**src/rtl/imem_pkg.sv**
```systemverilog
// rtl/imem_pkg.sv - shared widths, NOP word and controller state encoding
package imem_pkg;

  localparam int INSTR_W = 37;
  localparam int ADDR_W  = 10;
  localparam int DEPTH   = 1 << ADDR_W;

  localparam logic [INSTR_W-1:0] NOP     = '0;
  localparam logic [ADDR_W:0]    DEPTH_L = (ADDR_W+1)'(DEPTH);

  typedef enum logic [1:0] {
    RUN  = 2'd0,
    LOAD = 2'd1,
    DONE = 2'd2
  } state_e;

  // Requested load length saturated to the memory size.
  function automatic logic [ADDR_W:0] clamp_len(input logic [ADDR_W:0] len);
    return (len > DEPTH_L) ? DEPTH_L : len;
  endfunction

endpackage

```
**src/rtl/imem_load_ctrl.sv**
```systemverilog
// rtl/imem_load_ctrl.sv - arbitrates the instruction memory port between program load and fetch
module imem_load_ctrl
  import imem_pkg::*;
(
  input  logic               clk,
  input  logic               rst_n,
  input  logic               load_start,
  input  logic [ADDR_W-1:0]  load_base,
  input  logic [ADDR_W:0]    load_len,
  input  logic               load_valid,
  input  logic [INSTR_W-1:0] load_data,
  output logic               load_ready,
  output logic               load_done,
  output logic               busy,
  input  logic               fetch_req,
  input  logic [ADDR_W-1:0]  fetch_addr,
  output logic               fetch_valid,
  output logic [INSTR_W-1:0] fetch_instr,
  output logic               fetch_stall,
  output logic [ADDR_W-1:0]  mem_addr,
  output logic               mem_we,
  output logic [INSTR_W-1:0] mem_wdata,
  input  logic [INSTR_W-1:0] mem_rdata
);

  localparam logic [ADDR_W:0] ONE_L = (ADDR_W+1)'(1);

  state_e               state_q, state_d;
  logic [ADDR_W-1:0]    wr_addr_q, wr_addr_d;
  logic [ADDR_W:0]      remaining_q, remaining_d;
  logic                 fetch_valid_q;
  logic [INSTR_W-1:0]   fetch_instr_q;

  logic                 start_fire;
  logic                 accept;
  logic                 fetch_fire;
  logic [ADDR_W:0]      start_len;

  assign start_len  = clamp_len(load_len);
  assign start_fire = (state_q == RUN) && load_start;
  assign accept     = (state_q == LOAD) && load_valid;
  assign fetch_fire = (state_q == RUN) && fetch_req;

  always_ff @(posedge clk or negedge rst_n) begin
    if (!rst_n) begin
      state_q <= RUN;
    end else begin
      state_q <= state_d;
    end
  end

  always_comb begin
    state_d = state_q;
    case (state_q)
      RUN: begin
        if (load_start) begin
          state_d = (start_len == '0) ? DONE : LOAD;
        end
      end
      LOAD: begin
        if (accept && (remaining_q == ONE_L)) begin
          state_d = DONE;
        end
      end
      DONE:    state_d = RUN;
      default: state_d = RUN;
    endcase
  end

  always_comb begin
    load_ready  = 1'b0;
    load_done   = 1'b0;
    mem_we      = 1'b0;
    mem_addr    = fetch_addr;
    mem_wdata   = NOP;
    fetch_stall = 1'b0;
    case (state_q)
      LOAD: begin
        load_ready  = 1'b1;
        mem_addr    = wr_addr_q;
        mem_wdata   = load_data;
        mem_we      = load_valid;
        fetch_stall = fetch_req;
      end
      DONE: begin
        load_done   = 1'b1;
        fetch_stall = fetch_req;
      end
      default: ;
    endcase
  end

  assign busy = (state_q != RUN);

  // Write pointer wraps naturally at the address width.
  always_comb begin
    wr_addr_d   = wr_addr_q;
    remaining_d = remaining_q;
    if (start_fire) begin
      wr_addr_d   = load_base;
      remaining_d = start_len;
    end else if (accept) begin
      wr_addr_d   = wr_addr_q + 1'b1;
      remaining_d = remaining_q - ONE_L;
    end
  end

  always_ff @(posedge clk or negedge rst_n) begin
    if (!rst_n) begin
      wr_addr_q   <= '0;
      remaining_q <= '0;
    end else begin
      wr_addr_q   <= wr_addr_d;
      remaining_q <= remaining_d;
    end
  end

  always_ff @(posedge clk or negedge rst_n) begin
    if (!rst_n) begin
      fetch_valid_q <= 1'b0;
      fetch_instr_q <= NOP;
    end else begin
      fetch_valid_q <= fetch_fire;
      if (fetch_fire) begin
        fetch_instr_q <= mem_rdata;
      end
    end
  end

  assign fetch_valid = fetch_valid_q;
  assign fetch_instr = fetch_instr_q;

endmodule

```
**config.mk**
```make
export PLATFORM = sky130hd
export DESIGN_NAME = imem_load_ctrl
export DESIGN_NICKNAME = d
export VERILOG_FILES = /design/src/rtl/imem_pkg.sv /design/src/rtl/imem_load_ctrl.sv
export SDC_FILE = /design/constraint.sdc
export NUM_CORES = 1
export LEC_CHECK = 0
export BUFFER_PORTS_ARGS = -buffer_cell sky130_fd_sc_hd__buf_4
export CELL_PAD_IN_SITES_DETAIL_PLACEMENT = 0
export CELL_PAD_IN_SITES_GLOBAL_PLACEMENT = 1
export CORE_AREA = 2 2 145 76
export DETAILED_ROUTE_END_ITERATION = 16
export DIE_AREA = 0 0 147 78
export PLACE_DENSITY = 0.82
export SYNTH_ARGS = -nofsm -noshare
export SYNTH_HDL_FRONTEND = slang
export SYNTH_SLANG_ARGS = --single-unit
```
**constraint.sdc**
```tcl
create_clock -name clk -period 2.4 [get_ports clk]
set_input_delay 0.24 -clock clk [delete_from_list [all_inputs] [get_ports clk]]
set_output_delay 0.24 -clock clk [all_outputs]
set_load 0.01 [all_outputs]
```
==> impl_results.md <==
* Pleak at between 2 and 2.5 nW
* Area leader, netlist: dfrtp_1
* Startpoint Class: flop
* Place WS at 0.572 ns
* Hold violation count in the final report at 15
* Clk pwr share at 0.225
* Pwr Density at 1180 mW/mm^2
* Synth Instances at 282
* H-tree Lvls at 3
* Combinational share of power at 0.462
* Clk buf depth at 2
* GRT Total Usage at 0.147
* CORE AREA at 0.0101 mm^2
* Die X-Extent at 147 um
* Net Sw Power at 1.99 mW
* Sequential share of power at 0.313
* Critical path class: flop to primary output
* Hold Crit Class: input pin to async pin
* Worst setup margin at 0.249 ns
* Most frequent cells in the layout: 200 x buf_4, 61 x dfrtp_1, 47 x mux2_2, 38 x and2_1, 16 x nand2_1
* Synth Net Count at just under 400
* Clk slew on worst S/H paths at 0.05 ns
* Layout cells sized above 1 at 0.556
* Unique masters post-synth at 35
* Fin area at 0.00509 mm^2
* Seq/Total Area, Yosys at 0.490
* Drt pass-1 iters at 4
* Period utilisation layout at 0.896
* Largest net degree at the start of global routing at 62
* Die Span Y at 78 um
* Drt total wl at 8140 um
* Nets@finish at 597
* CTS Buf Count at 9
* Ys async rst share at 1.00
* Leading post-synthesis cells by cell area: dfrtp_1 49%, mux2_2 17%, and2_1 7.6%, xnor2_1 3.9%, ha_1 2.4%
* Area growth syn-to-layout at 63.6%
* Fin crit period at 2.15 ns
* Placement-stage cell area at between 0.004 and 0.005 mm^2
* Routed vias/inst at between 4 and 5
* Max-Cap Viols at 0
* CP Data Arrival Time at 1.91 ns
* Yosys top cell area share at 0.490
* Min Hold Slack at -0.0284 ns
* Ports at 200
* Initial core utilization at 0.309
* Post-synth EDFFs at 0
* Cell Area, Synth at 0.00311 mm^2
* Number of diodes at 0
* Via count at 2751
* Initial DRC Count at 95
* Syn avg cell area at between 10 and 15 um^2
* First-pass GRT wire length at 13500 um
* Crit Path Max Fanout at between 40 and 50
* Cell internal pwr at 4.02 mW
* Total gr overflow at 0
* Root buffer cell: clkbuf_16
* Post-CTS setup repair buffer count at 0
* CP Capture Type: primary output
* Finish-stage setup viols at 0
* Ys Warns at 0
* WL/cell at roughly 13 um
* Number of synthesized register bits at 61
* Clock skew at 0.00385 ns
* DRC Markers at 0
* Final HPWL from detailed placement at slightly above 6000 um
* VDD IR max at between 600 and 700 uV
* Sw Share at 0.332
* Slew headroom at 0.477
* Final ANT Viol Nets at 0
* Outcome: finished with violations
* Post-synth top flop: dfrtp_1
* RSZ-0062 raised after global routing: no
* WP data required at 2.16 ns
* Post_cts resized at 0
* Sink Count at between 60 and 70
* Setup TNS at 0 ns
* Worst-skew pair later-pin latency at 0.33 ns
* CTS tree: done
* IO Port Bufs at 199
* Worst-Margin Slew at 0.784 ns
* Gp weighted congestion at ~0.76
* Failing checks: hold timing
* Fin. max-slew vios at 0
* Die Footprint at 0.0115 mm^2
* Initial antenna violation count at 0
* FMAX at 0.465 GHz
* Number of global-route vias before repair at 2917
* Hold_buf cts at 0
* Row count at 26
* Commonest non-fill, non-tap cell in the layout: buf_4
[final cells by class]
type                            instances  area [um^2]
Sequential cell                        61         1530
Clock inverter                          6         87.6
Multi-Input combinational cell        197         1500
Timing Repair Buffer                  202         1540
Clock buffer                           10          229
Inverter                               10         37.5
Fill cell                             965         4990
Tap cell                              140          175
[through the flow]
stage / power [mW] / std cells / util
finish: 6.02 / 626 / 0.505
global route: 6.46 / 626 / 0.505
CTS: 6.12 / 626 / 0.505
detailed placement: 4.72 / 610 / 0.474
global placement: 4.67 / 610 / 0.474
floorplan: 3.37 / 282 / -
[sequential cells by signal, summed over array words and instances, names as in the netlist]
register	count
wr_addr_q	10
remaining_q	11
fetch_instr	37
state_q	2
fetch_valid	1
[path summary, 6_finish.rpt]
| check | start | end | slack (ns) | cells after the start |
|---|---|---|---|---|
| worst max-delay path | state_q[1] | mem_addr[8] | 0.25 | 5 |
| worst min-delay path | rst_n | fetch_instr[29] | -0.03 | 1 |
| worst max register to register | remaining_q[5] | state_q[0] | 0.57 | 4 |
| worst min register to register | fetch_instr[10] | fetch_instr[10] | 0.50 | 1 |
| max in group asynchronous | rst_n | wr_addr_q[8] | 1.88 | 1 |
| min in group clk | load_base[3] | wr_addr_q[3] | 0.11 | 3 |
[logic make-up (layout without fill, tap and decap cells)]
family                   after synthesis  in the layout  synth area share
AND/OR/NAND/NOR                       95             95             0.172
flip-flops                            61             61             0.490
multiplexers                          48             48             0.173
AO/OA/AOI/OAI                         29             29            0.0579
buffers and inverters                 24            228            0.0293
XOR/XNOR                              19             19            0.0534
adder cells (fa/ha/maj)                6              6            0.0241
[power groups by stage]
stage	clock (mW)	sequential [mW]	combinational, mW
floorplan	0	2.00	1.37
global placement	0	1.88	2.79
detailed placement	0	1.90	2.82
CTS	1.40	1.89	2.83
global route	1.44	1.96	3.05
finish	1.36	1.88	2.78
[synth_stat cells (2+ instances only)]
| library cell | n |
|---|---|
| mux2_2 | 47 |
| dfrtp_1 | 61 |
| or2_2 | 2 |
| and2_1 | 38 |
| nand3_1 | 11 |
| nand2_1 | 16 |
| xor2_1 | 5 |
| nor2_1 | 8 |
| clkbuf_1 | 11 |
| a21oi_1 | 6 |
| ha_1 | 6 |
| xnor2_1 | 14 |
| nand4_1 | 3 |
| buf_1 | 2 |
| nor3_1 | 5 |
| inv_1 | 9 |
| o21ai_0 | 15 |
| nor4_1 | 4 |
| a22o_1 | 3 |
[routing by layer]
layer  up-vias  share of wire  global-route usage  wire [um]
met5         -              0                   0          0
met3        11          0.090              0.0600        730
li1       1359              -                   -          -
met1      1277           0.37               0.150       3040
met2       104           0.52               0.274       4250
met4         0          0.014              0.0510        113
[critical path, cell delays in order (launching register included)]
cell	delay (ns)
dfrtp_1	0.37
inv_1	0.09
ha_1	0.36
buf_12	0.24
mux2_2	0.35
buf_4	0.14
Power figures use the tool's default switching activity.
